--- src/rtl/addn_pkg.sv ---
// Shared types and constants for the byte-serial multi-byte adder sequencer.
package addn_pkg;

    typedef enum logic [1:0] {
        IDLE  = 2'd0,
        RUN   = 2'd1,
        FLUSH = 2'd2
    } addn_state_t;

    localparam int ADDN_BYTE_W = 8;
    localparam int ADDN_LEN_W  = 4;

endpackage

--- src/rtl/add8_rc.sv ---
// Combinational 8-bit ripple-carry adder used as the shared byte datapath.
module add8_rc
    import addn_pkg::*;
(
    input  logic [ADDN_BYTE_W-1:0] A,
    input  logic [ADDN_BYTE_W-1:0] B,
    input  logic                   Cin,
    output logic [ADDN_BYTE_W-1:0] S,
    output logic                   Cout
);

    logic [ADDN_BYTE_W:0] carry;

    assign carry[0] = Cin;

    // One full adder per bit, carry rippling from bit 0 upward.
    for (genvar i = 0; i < ADDN_BYTE_W; i++) begin : g_fa
        assign S[i]         = A[i] ^ B[i] ^ carry[i];
        assign carry[i + 1] = (A[i] & B[i]) | (carry[i] & (A[i] ^ B[i]));
    end

    assign Cout = carry[ADDN_BYTE_W];

endmodule

--- src/rtl/addn_seq.sv ---
// Byte-serial multi-byte adder sequencer: operand bytes arrive LSB-first,
// one shared 8-bit adder is reused per byte and the carry is chained
// through a register. Defining ADDN_SUB_EN adds a 'sub' port that turns
// the operation into A - B (A + ~B + 1); cout=1 then means no borrow.
module addn_seq
    import addn_pkg::*;
#(
    parameter int LEN_W = ADDN_LEN_W
) (
    input  logic                   clk,
    input  logic                   rst_n,
    input  logic                   start,
    input  logic [LEN_W-1:0]       len,
`ifdef ADDN_SUB_EN
    input  logic                   sub,
`endif
    input  logic                   in_valid,
    output logic                   in_ready,
    input  logic [ADDN_BYTE_W-1:0] a_byte,
    input  logic [ADDN_BYTE_W-1:0] b_byte,
    output logic                   out_valid,
    input  logic                   out_ready,
    output logic [ADDN_BYTE_W-1:0] sum_byte,
    output logic                   out_last,
    output logic                   busy,
    output logic                   done,
    output logic                   cout
);

    addn_state_t            state_q, state_d;
    logic [LEN_W-1:0]       len_q, len_d;
    logic [LEN_W-1:0]       cnt_q, cnt_d;
    logic                   carry_q, carry_d;
    logic [ADDN_BYTE_W-1:0] sum_q, sum_d;
    logic                   out_valid_q, out_valid_d;
    logic                   out_last_q, out_last_d;
    logic                   cout_q, cout_d;
    logic                   done_q, done_d;

    logic [ADDN_BYTE_W-1:0] add_b;
    logic [ADDN_BYTE_W-1:0] add_s;
    logic                   add_cout;
    logic                   carry_init;
    logic                   xfer;
    logic                   consumed;

`ifdef ADDN_SUB_EN
    logic                   sub_q, sub_d;
    assign add_b      = sub_q ? ~b_byte : b_byte;
    assign carry_init = sub;
`else
    assign add_b      = b_byte;
    assign carry_init = 1'b0;
`endif

    add8_rc u_add8_rc (
        .A    (a_byte),
        .B    (add_b),
        .Cin  (carry_q),
        .S    (add_s),
        .Cout (add_cout)
    );

    assign in_ready  = (state_q == RUN) && (!out_valid_q || out_ready);
    assign xfer      = in_valid && in_ready;
    assign consumed  = out_valid_q && out_ready;

    assign out_valid = out_valid_q;
    assign sum_byte  = sum_q;
    assign out_last  = out_last_q;
    assign busy      = (state_q != IDLE);
    assign done      = done_q;
    assign cout      = cout_q;

    // Next-state logic: sequencing, carry chaining and output register loading.
    always_comb begin
        state_d     = state_q;
        len_d       = len_q;
        cnt_d       = cnt_q;
        carry_d     = carry_q;
        sum_d       = sum_q;
        out_valid_d = out_valid_q;
        out_last_d  = out_last_q;
        cout_d      = cout_q;
        done_d      = 1'b0;
`ifdef ADDN_SUB_EN
        sub_d       = sub_q;
`endif
        case (state_q)
            IDLE: begin
                if (start) begin
                    state_d = RUN;
                    len_d   = len;
                    cnt_d   = '0;
                    carry_d = carry_init;
                    cout_d  = 1'b0;
`ifdef ADDN_SUB_EN
                    sub_d   = sub;
`endif
                end
            end
            RUN: begin
                if (xfer) begin
                    sum_d       = add_s;
                    carry_d     = add_cout;
                    out_valid_d = 1'b1;
                    if (cnt_q == len_q) begin
                        out_last_d = 1'b1;
                        cout_d     = add_cout;
                        state_d    = FLUSH;
                    end else begin
                        cnt_d = cnt_q + 1'b1;
                    end
                end else if (consumed) begin
                    out_valid_d = 1'b0;
                end
            end
            FLUSH: begin
                if (consumed) begin
                    out_valid_d = 1'b0;
                    out_last_d  = 1'b0;
                    done_d      = 1'b1;
                    state_d     = IDLE;
                end
            end
            default: begin
                state_d = IDLE;
            end
        endcase
    end

    // State and datapath registers with synchronous active-low reset.
    always_ff @(posedge clk) begin
        if (!rst_n) begin
            state_q     <= IDLE;
            len_q       <= '0;
            cnt_q       <= '0;
            carry_q     <= 1'b0;
            sum_q       <= '0;
            out_valid_q <= 1'b0;
            out_last_q  <= 1'b0;
            cout_q      <= 1'b0;
            done_q      <= 1'b0;
`ifdef ADDN_SUB_EN
            sub_q       <= 1'b0;
`endif
        end else begin
            state_q     <= state_d;
            len_q       <= len_d;
            cnt_q       <= cnt_d;
            carry_q     <= carry_d;
            sum_q       <= sum_d;
            out_valid_q <= out_valid_d;
            out_last_q  <= out_last_d;
            cout_q      <= cout_d;
            done_q      <= done_d;
`ifdef ADDN_SUB_EN
            sub_q       <= sub_d;
`endif
        end
    end

endmodule

--- config.mk ---
export PLATFORM = sky130hd
export DESIGN_NAME = addn_seq
export DESIGN_NICKNAME = d
export VERILOG_FILES = /design/src/rtl/addn_pkg.sv /design/src/rtl/add8_rc.sv /design/src/rtl/addn_seq.sv
export SDC_FILE = /design/constraint.sdc
export NUM_CORES = 1
export LEC_CHECK = 0
export CORE_UTILIZATION = 50
export CTS_CLUSTER_DIAMETER = 200
export CTS_CLUSTER_SIZE = 8
export DETAILED_ROUTE_END_ITERATION = 6
export PLACE_DENSITY_LB_ADDON = 0.3
export SETUP_SLACK_MARGIN = 0.15
export SYNTH_ARGS = -nofsm -noshare
export SYNTH_HDL_FRONTEND = slang
export SYNTH_SLANG_ARGS = --single-unit
--- constraint.sdc ---
create_clock -name clk -period 6.69 [get_ports clk]
set_input_delay 0.669 -clock clk [delete_from_list [all_inputs] [get_ports clk]]
set_output_delay 0.669 -clock clk [all_outputs]
set_load 0.01 [all_outputs]
# --- Yosys cells after proc, flatten, opt, wreduce, memory -nomap -nowiden ---
# Index checks and enable logic that the tools add are counted.
classes:
  n_addsub: 1
  eq_ne: 8
  mux: 23
  bitwise_logic: 40
  reduce_logical: 17
ops:
  columns: ["operator", "n"]
  rows:
  - ["bitwise AND 1 bit", 16]
  - ["AND reduction 4 bit", 4]
  - ["XOR 1 bit", 16]
  - ["2-to-1 mux 4 bit", 3]
  - ["2-to-1 mux 1 bit", 10]
  - ["2-to-1 mux 2 bit", 4]
  - ["inequality test 2 bit (second input constant)", 4]
  - ["OR 1 bit", 8]
  - ["one-hot mux 1 bit (2 select lines)", 4]
  - ["one-hot mux 4 bit (2 select lines)", 1]
  - ["one-hot mux 2 bit (3 select lines)", 1]
  - ["AND reduction 2 bit", 3]
  - ["nonzero test 2 bit", 3]
  - ["adder 4 x 1 -> 4 bit (second input constant)", 1]
  - ["== test 4 bit", 1]
  - ["logical AND 1 bit", 3]
  - ["AND reduction 3 bit", 1]
  - ["== test 2 x 1 -> 1 bit (second input constant)", 1]
  - ["== test 2 bit (second input constant)", 1]
  - ["logical NOT 2 bit", 1]
  - ["inequality test 2 x 1 -> 1 bit (second input constant)", 1]
  - ["logical NOT 1 bit", 1]
  - ["logical OR 1 bit", 1]
word_totals:
  ff_bits: 23
  in_bits: 25
  word_cells: 98

# --- Depth between registers and ports, before layout ---
# Gate-level depths: netlist (run 1).
logic_depth:
  ltp_word: 20
  ltp_mapped: 13

# --- Cells and area by module ---
# A second synthesis (run 1) with hierarchy kept.
hier_totals:
  cells_unflattened: 159
  area_unflattened_um2: 1331.3
by_module_without_submodules:
  columns: ["mod", "n_inst", "cells_each", "area_each_um2"]
  rows:
  - ["addn_seq", 1, 141, 1133.6]
  - ["add8_rc", 1, 18, 197.7]

# --- Worst setup path after synthesis (run 1) ---
# No wires, ideal clock.
synth_path:
  kind: "input-to-reg"
  start: "input port a_byte[0]"
  end: "register carry_q"
  arrival_time_ns: 3.796
  required_ns: 6.562
  setup_slack_ns: 2.766
  stages: 12
  cell_sequence: "fa_1 inv_1 fa_1 inv_1 fa_1 fa_1 fa_1 fa_1 fa_1 fa_1 a22oi_1 nor2_1"
synth_between:
  elab_chain_len: 19
  word_cells_on_any_way: 20
  cone_classes: "2 x mux; 18 x bitwise"
synth_lines:
  columns: ["element", "line", "text"]
  rows:
  - ["start, declared", "addn_seq.sv:19", "input logic [ADDN_BYTE_W-1:0] a_byte,"]
  - ["XOR 1 bit", "add8_rc.sv:19", "assign carry[i + 1] = (A[i] & B[i]) | (carry[i] & (A[i] ^ B[i]));"]
  - ["bitwise AND 1 bit", "add8_rc.sv:19", null]
  - ["OR 1 bit (*)", "add8_rc.sv:19", null]
  - ["bitwise AND 1 bit (*)", "add8_rc.sv:19", null]
  - ["OR 1 bit (*)", "add8_rc.sv:19", null]
  - ["bitwise AND 1 bit (*)", "add8_rc.sv:19", null]
  - ["OR 1 bit (*)", "add8_rc.sv:19", null]
  - ["bitwise AND 1 bit (*)", "add8_rc.sv:19", null]
  - ["(+3 left out)", null, null]
  - ["bitwise AND 1 bit (*)", "add8_rc.sv:19", null]
  - ["OR 1 bit (*)", "add8_rc.sv:19", null]
  - ["bitwise AND 1 bit (*)", "add8_rc.sv:19", null]
  - ["OR 1 bit (*)", "add8_rc.sv:19", null]
  - ["bitwise AND 1 bit (*)", "add8_rc.sv:19", null]
  - ["OR 1 bit (*)", "add8_rc.sv:19", null]
  - ["2-to-1 mux 1 bit (*)", "addn_seq.sv:103", "if (xfer) begin"]
  - ["one-hot mux 1 bit (2 select lines) (*)", "addn_seq.sv:89", "case (state_q)"]
  - ["end signal, assigned", "addn_seq.sv:151", "carry_q <= carry_d;"]
  - ["end, declared", "addn_seq.sv:33", "logic carry_q, carry_d;"]
# Every way passes the cells marked *; elsewhere a longest branch is shown, timed or not. The select of a mux whose other input is x is not followed.
# A chain may end at the register's enable or synchronous reset.

# --- Worst setup path in the final report (run 1) ---
layout_path:
  start: "input port a_byte[0]"
  end: "register cout_q, in the netlist cout"
layout_between:
  elab_chain_len: 20
  word_cells_on_any_way: 21
  cone_classes: "3 x mux; 18 x bitwise"
layout_lines:
  columns: ["element", "line", "text"]
  rows:
  - ["XOR 1 bit", "add8_rc.sv:19", null]
  - ["bitwise AND 1 bit", "add8_rc.sv:19", null]
  - ["OR 1 bit (*)", "add8_rc.sv:19", null]
  - ["bitwise AND 1 bit (*)", "add8_rc.sv:19", null]
  - ["OR 1 bit (*)", "add8_rc.sv:19", null]
  - ["bitwise AND 1 bit (*)", "add8_rc.sv:19", null]
  - ["OR 1 bit (*)", "add8_rc.sv:19", null]
  - ["bitwise AND 1 bit (*)", "add8_rc.sv:19", null]
  - ["(+4 left out)", null, null]
  - ["OR 1 bit (*)", "add8_rc.sv:19", null]
  - ["bitwise AND 1 bit (*)", "add8_rc.sv:19", null]
  - ["OR 1 bit (*)", "add8_rc.sv:19", null]
  - ["bitwise AND 1 bit (*)", "add8_rc.sv:19", null]
  - ["OR 1 bit (*)", "add8_rc.sv:19", null]
  - ["2-to-1 mux 1 bit (*)", "addn_seq.sv:107", "if (cnt_q == len_q) begin"]
  - ["2-to-1 mux 1 bit (*)", "addn_seq.sv:103", null]
  - ["one-hot mux 1 bit (2 select lines) (*)", "addn_seq.sv:89", null]
  - ["end signal, assigned", "addn_seq.sv:155", "cout_q <= cout_d;"]
  - ["end, declared", "addn_seq.sv:37", "logic cout_q, cout_d;"]
# Marks and branches as above.

==> impl_metrics.tcl, run 1 <==
set metrics [dict create \
    die_height_um 53.1 \
    relSlewSlack_pct 58.0 \
    post-dp-hpwl_um 2270 \
    crit_top_cell "fa_1" \
    clockRootBuffer "clkbuf_4" \
    synth-seq-cells 23 \
    hold_buffers 0 \
    start_kind "primary input" \
    grt_max_degree 18 \
    wl_um 3000 \
    num-nets-final 221 \
    synthFlopType "dfxtp_1" \
    syn-num-nets 184 \
    worst-r2r-setup-slack_ps 2960 \
    path_cells "clkdlybuf4s50_1 > fa_1 > inv_1 > fa_1 > inv_1 > fa_1 > fa_1 > fa_1 > fa_1 > fa_1 > fa_1 > nand2_1 > or3_1 > o22ai_1" \
    synth_top_cell_area_share_pct 35.2 \
    start_util_pct 52.7 \
    dp.cells 208 \
    cts_tree "done" \
    numCtsBuffers 3 \
    setup_violations 0 \
    fin_crit_sh_pct 63.2 \
    seq_area_frac_synth_pct 35.2 \
    synth_edf_count 0 \
    fmax_mhz 236 \
    cts_resized 0 \
    post-place-ws_ps 2140 \
    core_um2 2480 \
    synth.distinct_cells 41 \
    cp_max_fo 2 \
    skew_ps 12.4 \
    antenna_found_initial 0 \
    setup_ws_ps 2460 \
    final_cell_mix "clkdlybuf4s50_1, nand2_1, dfxtp_1, a21oi_1, fa_1" \
    vdd_ir_drop_max_mv 0.207 \
    stdcell_count 212 \
    yosysWarnings 0 \
    wl_per_cell_um 14.2 \
    syn-cell-area_um2 1310 \
    cts.clk_slew.worst_paths_ps 120 \
    worst_path_largest_cell_delay_ps 430 \
    nFillCells 204 \
    firstDrtPassIters 4 \
    ios 39 \
    postSynthCellCount 146 \
    crit_arrival_ps 4440 \
    hold_class "flip-flop to flip-flop" \
    tightest_slew_ps 628 \
    first_global_vias 1021 \
    cts.sinks 23 \
    cts_buffer_depth 2 \
    vias_per_cell 5.48 \
    post-cts-setup-buffer-count 0 \
    async_flop_share_pct 0 \
    drt.antenna.violating_nets 0 \
    rows 18 \
    overflow 0 \
    drt_iter0_drc 19 \
    yosys.area.top_type "dfxtp_1" \
    vias 1161 \
    hold_viol 0 \
    power_w 0.000465 \
    required_ps 6900 \
    die_w_um 53.1 \
    htreeDepth 1 \
    grt_pass1_wl_um 4510 \
    syn_area_per_cell_um2 8.95 \
    drive_gt1_share_pct 6.04 \
    status "completed" \
    antenna_cells 0 \
    slew_violations 0 \
    rsz0062_at_grt "no" \
    dieArea_um2 2820 \
    path_class "primary input to flip-flop" \
    syn_to_final_growth_pct 31.0 \
    port_buffers 38 \
    critPathBufInv 3 \
    utilization_pct 69.1 \
    synth_area_leaders "dfxtp_1, fa_1, nand2_1" \
    slowest_stage "clkdlybuf4s50_1" \
    leakage_nw 0.663 \
    gp_congestion 0.777 \
    finalSetupTns_ps 0 \
    endpoint_kind "flip-flop" \
    cp_top_family "adder cells" \
    powerDensity_nw_per_um2 271 \
    layout_commonest_cell "clkdlybuf4s50_1" \
    drc 0 \
    insertion_delay_ps 330 \
    cap_violations 0 \
    fin_crit_ps 4230 \
    grtUsageTotal_pct 22.8 \
]
through the flow:
step,hold WS (ps),instance area (µm²)
after floorplan,449,1310
after global placement,442,1680
after global routing,483,1710
after CTS,470,1710
final,466,1710
after detailed placement,453,1680
worst register-to-register path, cell delays in order, from the launching register on:
cell and delay [ps]:
dfxtp_1 350, fa_1 370, inv_1 80, fa_1 160, inv_1 50, fa_1 400, fa_1 390, fa_1 390
fa_1 390, fa_1 390, fa_1 400, nand2_1 80, or3_1 120, o22ai_1 70
sequential cells by signal, summed over array words and instances, names as in the netlist:
| name | flops |
|---|---|
| out_valid | 1 |
| done | 1 |
| cout | 1 |
| carry_q | 1 |
| out_last | 1 |
| len_q | 4 |
| sum_byte | 8 |
| state_q | 2 |
| cnt_q | 4 |
cell families (layout without fill, tap and decap cells):
kind of cell | count (synthesis) | after routing | synth area share (%)
simple gates | 60 | 60 | 23.5
compound gates | 29 | 29 | 13.7
flops | 23 | 23 | 35.2
buf+inv | 14 | 50 | 5.56
fa+ha+maj | 13 | 13 | 17.0
xor+xnor | 4 | 4 | 2.68
mux | 3 | 3 | 2.30
cell type report:
cell class	instances	area [µm²]	share of cell area, %
clock inverter	1	7.51	0.439
multi-input combinational	109	773	45.2
tap	30	37.5	2.19
clock buffer	3	22.5	1.32
timing repair buffer	38	380	22.2
inverter	8	30.0	1.75
sequential	23	460	26.9
worst paths after layout:
kind                            cells past startpoint           to   startpoint
worst min-delay path                                2  sum_byte[0]  sum_byte[0]
worst max-delay path                               14         cout    a_byte[0]
worst min register to register                      2  sum_byte[0]  sum_byte[0]
worst max register to register                     13         cout      carry_q
cells in the mapped netlist, types with 2 or more instances:
library cell	number
a21oi_1	14
fa_1	8
mux2i_1	3
nor2_1	6
a22oi_1	2
nand2_1	29
inv_1	7
nor3_1	2
buf_2	2
nand3_1	7
dfxtp_1	23
ha_1	5
o21ai_0	3
a21boi_0	3
xnor2_1	4
clkbuf_1	2
and2b_2	2
power by group:
group	switching, W	internal (W)	total [W]
Combinational	0.000120	0.000106	0.000225
Clock	0.0000453	0.0000229	0.0000681
Sequential	0.0000139	0.000157	0.000171
metal layers:
| metal | global-route usage [%] | wire length [µm] | vias to the layer above |
|---|---|---|---|
| met5 | 0 | 0 | - |
| met4 | 7.89 | 42 | 0 |
| met3 | 3.74 | 176 | 5 |
| met2 | 38.8 | 1480 | 40 |
| met1 | 28.7 | 1310 | 548 |
| li1 | - | - | 568 |
Note: power is estimated with default switching activity, not from simulation.
==> run 2: changes to the inputs <==
--- a/config.mk
+++ b/config.mk
@@ -5,7 +5,7 @@
 export SDC_FILE = /design/constraint.sdc
 export NUM_CORES = 1
 export LEC_CHECK = 0
-export CORE_UTILIZATION = 50
+export CORE_UTILIZATION = 46
 export CTS_CLUSTER_DIAMETER = 200
 export CTS_CLUSTER_SIZE = 8
 export DETAILED_ROUTE_END_ITERATION = 6
==> constraint.sdc (replaced) <==
create_clock -name clk -period 4.1 [get_ports clk]
set_input_delay 0.41 -clock clk [delete_from_list [all_inputs] [get_ports clk]]
set_output_delay 0.41 -clock clk [all_outputs]
set_load 0.01 [all_outputs]
==> run 2 against run 1 <==
Via count hardly changed. First-iteration DRC count up 130%. Register-to-register slack worse by 2500 ps. Final area rose by 0.22%. Flip-flop and latch count stayed put. Routed wire length increased by 2.4%. Critical path depth shrank 1. Non-clock buffer count unchanged. Critical path type unchanged. Critical endpoint is now carry_q. Largest cell class unchanged. Largest power group unchanged. Highest routed layer unchanged.
==> impl_metrics.tcl, run 2 (same netlist as run 1, synthesis figures left out) <==
set metrics [dict create \
    start_kind "primary input" \
    antenna_cells 0 \
    cp_top_family "adder cells" \
    relSlewSlack_pct 57.2 \
    hold_class "flip-flop to flip-flop" \
    placed_cell_area_um2 1680 \
    path_class "primary input to flip-flop" \
    grtUsageMet3_pct 2.58 \
    whs_ps 464 \
    hold_depth 2 \
    finalSetupTns_ps 0 \
    fin_crit_ps 3880 \
    fin_crit_sh_pct 94.5 \
    power_w 0.000758 \
    holdCritStartpoint "sum_byte[3]" \
    rsz0062_at_grt "yes" \
    cts_tree "done" \
    utilization_pct 66.2 \
    worst-r2r-setup-slack_ps 480 \
    numCtsBuffers 3 \
    drt_iter0_drc 43 \
    ios 39 \
    nFillCells 231 \
    antenna_found_initial 0 \
    cp_max_fo 2 \
    core_um2 2590 \
    wl_per_cell_um 14.5 \
    clockRootBuffer "clkbuf_4" \
    endpoint_kind "flip-flop" \
    insertion_delay_ps 310 \
    hold_buffers 0 \
    largest_register_ffs 8 \
    die_w_um 55.3 \
    crit_arrival_ps 4070 \
    grt_max_degree 18 \
    firstDrtPassIters 4 \
    syn_to_final_growth_pct 31.3 \
    status "completed" \
    first_global_vias 1137 \
    gp_congestion 0.764 \
    wl_um 3070 \
    use_met1_pct 25.3 \
    slew_violations 0 \
    path_cells "clkdlybuf4s50_1 > fa_1 > inv_1 > fa_1 > inv_1 > fa_2 > fa_2 > fa_2 > fa_1 > fa_1 > fa_1 > a22oi_1 > nor2_1" \
    layout_commonest_cell "clkdlybuf4s50_1" \
    tightest_slew_ps 640 \
    grt_pass1_wl_um 4950 \
    leakage_nw 0.662 \
    fmax_mhz 258 \
    vdd_ir_drop_max_mv 0.334 \
    drt.antenna.violating_nets 0 \
    holdPathEnd "sum_byte[3]" \
    slowest_stage "clkdlybuf4s50_1" \
    dieArea_um2 3060 \
    grtUsageMet2_pct 36.5 \
    skew_ps 1.63 \
    grtUsageTotal_pct 20.3 \
    final_cell_mix "clkdlybuf4s50_1, nand2_1, dfxtp_1, a21oi_1" \
    vias_per_cell 5.48 \
    cap_violations 0 \
    powerDensity_nw_per_um2 442 \
    cts.clk_slew.worst_paths_ps 120 \
    top_usage_layer "met2" \
    cts_buffer_depth 2 \
    num-nets-final 221 \
    start_util_pct 50.4 \
    required_ps 4300 \
    htreeDepth 1 \
    rows 18 \
    die_height_um 55.3 \
    drive_gt1_share_pct 7.14 \
    reg2reg_from "carry_q" \
    r2r_cells 12 \
    setup_violations 0 \
    reg2reg_to "carry_q" \
    hold_viol 0 \
    crit_top_cell "fa_1" \
    port_buffers 38 \
    overflow 0 \
    postLayoutCellArea_um2 1720 \
    post-dp-hpwl_um 2300 \
    worst_path_largest_cell_delay_ps 430 \
    drc 0 \
    critPathBufInv 3 \
    cts.sinks 23 \
    vias 1162 \
]
run 2: cell types whose count changed in the layout (fill, tap and decap cells not counted), sizes merged:
cell	previous run	this run
clkbuf	3	4
clkinvlp	1	0
run 2: worst max-delay path by stage:
stage | start | endpoint | slack (ps) | depth (start not counted)
3_5_place_dp | a_byte[0] | carry_q | -230 | 13
5_1_grt | a_byte[0] | cout | 120 | 14
3_3_place_gp | a_byte[0] | cout | -100 | 14
4_1_cts | a_byte[0] | carry_q | 160 | 13
6_report | a_byte[0] | carry_q | 220 | 13
2_1_floorplan | a_byte[0] | carry_q | 440 | 12
run 2: per-layer routing:
metal | wire, µm | up-vias
met2 | 1570 | 32
met5 | 0 | -
met4 | 18 | 0
li1 | - | 569
met1 | 1360 | 559
met3 | 128 | 2
run 2: power by group:
part	leakage, nW	switching (W)	internal (W)	total (W)
combinational	0.460	0.000199	0.000174	0.000373
clock	0.0150	0.0000674	0.0000380	0.000105
sequential	0.187	0.0000224	0.000257	0.000279
total	0.662	0.000289	0.000469	0.000758
run 2: area by class of cell:
type	instances	area, µm²	area share (%)
Clock buffer	4	26.3	1.53
Inverter	8	30.0	1.75
Multi-Input combinational cell	109	781	45.5
Sequential cell	23	460	26.8
Tap cell	30	37.5	2.19
Timing Repair Buffer	38	380	22.2
run 2: metrics by stage:
step                      setup WS [ps]  std cells
after CTS                           163        212
after floorplan                     435        146
after global placement            -95.1        208
after global routing                124        212
after detailed placement           -226        208
final                               225        212
run 2: worst register-to-register path, cell delays in order, from the launching register on:
cell     delay [ps]
dfxtp_1         350
fa_1            360
inv_1            80
fa_1            160
inv_1            50
fa_2            350
fa_2            400
fa_2            360
fa_1            390
fa_1            390
fa_1            400
a22oi_1         190
nor2_1           60
run 2: timing repair:
item | in CTS | in global routing
setup buffers | 0 | 0
endpoints found under the setup margin | 3 | 3
gates resized for setup | 1 | 2
pin swaps | 0 | 1
==> run 3: changes to the inputs <==
--- a/config.mk
+++ b/config.mk
@@ -5,12 +5,13 @@
 export SDC_FILE = /design/constraint.sdc
 export NUM_CORES = 1
 export LEC_CHECK = 0
+export CORE_MARGIN = 2
 export CORE_UTILIZATION = 46
 export CTS_CLUSTER_DIAMETER = 200
 export CTS_CLUSTER_SIZE = 8
 export DETAILED_ROUTE_END_ITERATION = 6
 export PLACE_DENSITY_LB_ADDON = 0.3
-export SETUP_SLACK_MARGIN = 0.15
+export SETUP_SLACK_MARGIN = 0.3
 export SYNTH_ARGS = -nofsm -noshare
 export SYNTH_HDL_FRONTEND = slang
 export SYNTH_SLANG_ARGS = --single-unit
==> run 3 against run 2 <==
Combinational power about the same. Register-to-register slack better by 120 ps. Maximum frequency rose by 11%. Global-route usage decreased by 0.76 points. Utilization shrank 2.7 points. Clock power barely moved. Die area grew 7.4%. Sequential power is essentially flat. Via count shrank 1.6%. Cell count increased by 0.47%. Critical path type is now flip-flop to flip-flop. Critical endpoint is now sum_byte[7]. Largest power group unchanged.
==> impl_metrics.tcl, run 3 (same netlist as run 1, synthesis figures left out) <==
set metrics [dict create \
    utilization_pct 63.5 \
    placed_cell_area_um2 1680 \
    slew_violations 0 \
    crit_top_cell "fa_2" \
    antenna_cells 0 \
    multi_input_area_um2 795 \
    worst_path_largest_cell_delay_ps 520 \
    power_w 0.000758 \
    fin_crit_ps 3500 \
    wl_per_cell_um 14.3 \
    drt.antenna.violating_nets 0 \
    rsz0062_at_grt "no" \
    cts.clk_slew.worst_paths_ps 130 \
    syn_to_final_growth_pct 33.0 \
    first_global_vias 1099 \
    path_class "flip-flop to flip-flop" \
    p_sw_share_pct 38.4 \
    port_buffers 38 \
    vias 1143 \
    relSlewSlack_pct 58.5 \
    cts.sinks 23 \
    p_switching_w 0.000291 \
    die_height_um 57.3 \
    skew_ps 10.3 \
    required_ps 4360 \
    path_cells "fa_2 > inv_2 > fa_1 > inv_1 > fa_2 > fa_2 > fa_2 > fa_2 > fa_2 > fa_2 > nand2_1 > a21oi_2" \
    endpoint_kind "flip-flop" \
    cp_max_fo 2 \
    whs_ps 463 \
    firstDrtPassIters 4 \
    post-cts-setup-buffer-count 0 \
    start_util_pct 47.8 \
    grt_pass1_wl_um 5000 \
    largest_register_ffs 8 \
    internal_power_w 0.000467 \
    grtUsageTotal_pct 19.6 \
    setup_violations 0 \
    register_area_um2 460 \
    post-dp-hpwl_um 2260 \
    comb_power_share_pct 49.4 \
    tightest_slew_ps 619 \
    start_kind "flip-flop" \
    hold_class "flip-flop to flip-flop" \
    dieArea_um2 3280 \
    die_w_um 57.3 \
    cap_violations 0 \
    vdd_ir_drop_max_mv 0.361 \
    num-nets-final 221 \
    ios 39 \
    overflow 0 \
    htreeDepth 1 \
    final_cell_mix "clkdlybuf4s50_1, nand2_1, dfxtp_1, a21oi_1" \
    postLayoutCellArea_um2 1740 \
    drc 0 \
    slowest_stage "fa_2" \
    drive_gt1_share_pct 11.0 \
    hold_buffers 0 \
    grt_max_degree 18 \
    cts_tree "done" \
    layout_commonest_cell "clkdlybuf4s50_1" \
    wl_um 3050 \
    hold_viol 0 \
    drt_iter0_drc 25 \
    seq_power_share_pct 36.9 \
    leakage_nw 0.679 \
    crit_arrival_ps 3750 \
    gp_congestion 0.793 \
    finalSetupTns_ps 0 \
    pwr-share-clk_pct 13.8 \
    clockRootBuffer "clkbuf_4" \
    numCtsBuffers 3 \
    powerDensity_nw_per_um2 437 \
    nFillCells 244 \
    rows 19 \
    insertion_delay_ps 320 \
    cts_buffer_depth 2 \
    fmax_mhz 286 \
    antenna_found_initial 0 \
    core_um2 2730 \
    fin_crit_sh_pct 85.3 \
    status "completed" \
    vias_per_cell 5.37 \
]
-- run 3: cell types whose count changed in the layout (fill, tap and decap cells not counted), sizes merged --
cell / before / now
clkdlybuf4s50: 38 / 36
clkbuf: 4 / 3
dlymetal6s2s: 0 / 2
clkinv: 1 / 2
-- run 3: routing by layer --
layer,track usage (%),vias to the layer above,wire length [µm]
met5,0,-,0
met4,5.65,0,29
met3,4.99,4,158
met2,32.3,29,1470
met1,25.4,542,1390
li1,-,568,-
-- run 3: cell type report --
cell class | count | share of cell area (%)
Timing Repair Buffer | 38 | 22.2
Inverter | 8 | 1.73
Clock inverter | 1 | 0.288
Clock buffer | 3 | 1.30
Sequential cell | 23 | 26.5
Tap cell | 31 | 2.23
Multi-Input combinational cell | 109 | 45.7
-- run 3: metrics by stage --
step,cells,setup WS [ps]
after global routing,213,472
after global placement,209,-102
after floorplan,146,435
after CTS,213,320
after detailed placement,209,-195
final,213,604
-- run 3: worst max-delay path: cells and delay by family (launching register included) --
kind,cells,cell delay [ps]
adder cells (fa/ha/maj),8,2760
AO/OA/AOI/OAI,1,140
AND/OR/NAND/NOR,1,60
flip-flops,1,360
buffers and inverters,2,110
-- run 3: final timing paths --
| kind | start | endpoint | slack (ps) | depth (start not counted) |
|---|---|---|---|---|
| worst max-delay path | carry_q | sum_byte[7] | 600 | 12 |
| worst min-delay path | sum_byte[6] | sum_byte[6] | 460 | 2 |
| worst max register to register | carry_q | sum_byte[7] | 600 | 12 |
| worst min register to register | sum_byte[6] | sum_byte[6] | 460 | 2 |
-- run 3: power groups by stage --
stage                     sequential [W]  combinational (W)  clock [W]
after global placement          0.000282           0.000359          0
after global routing            0.000284           0.000414   0.000121
after detailed placement        0.000284           0.000367          0
after CTS                       0.000279           0.000373   0.000109
final                           0.000280           0.000374   0.000104
after floorplan                 0.000287           0.000247          0
-- run 3: repair_timing --
item / CTS / global route
endpoints found under the setup margin: 3 / 3
pin swaps: 1 / 2
endpoints found under the hold margin: 0 / 0
gates resized for setup: 6 / 5
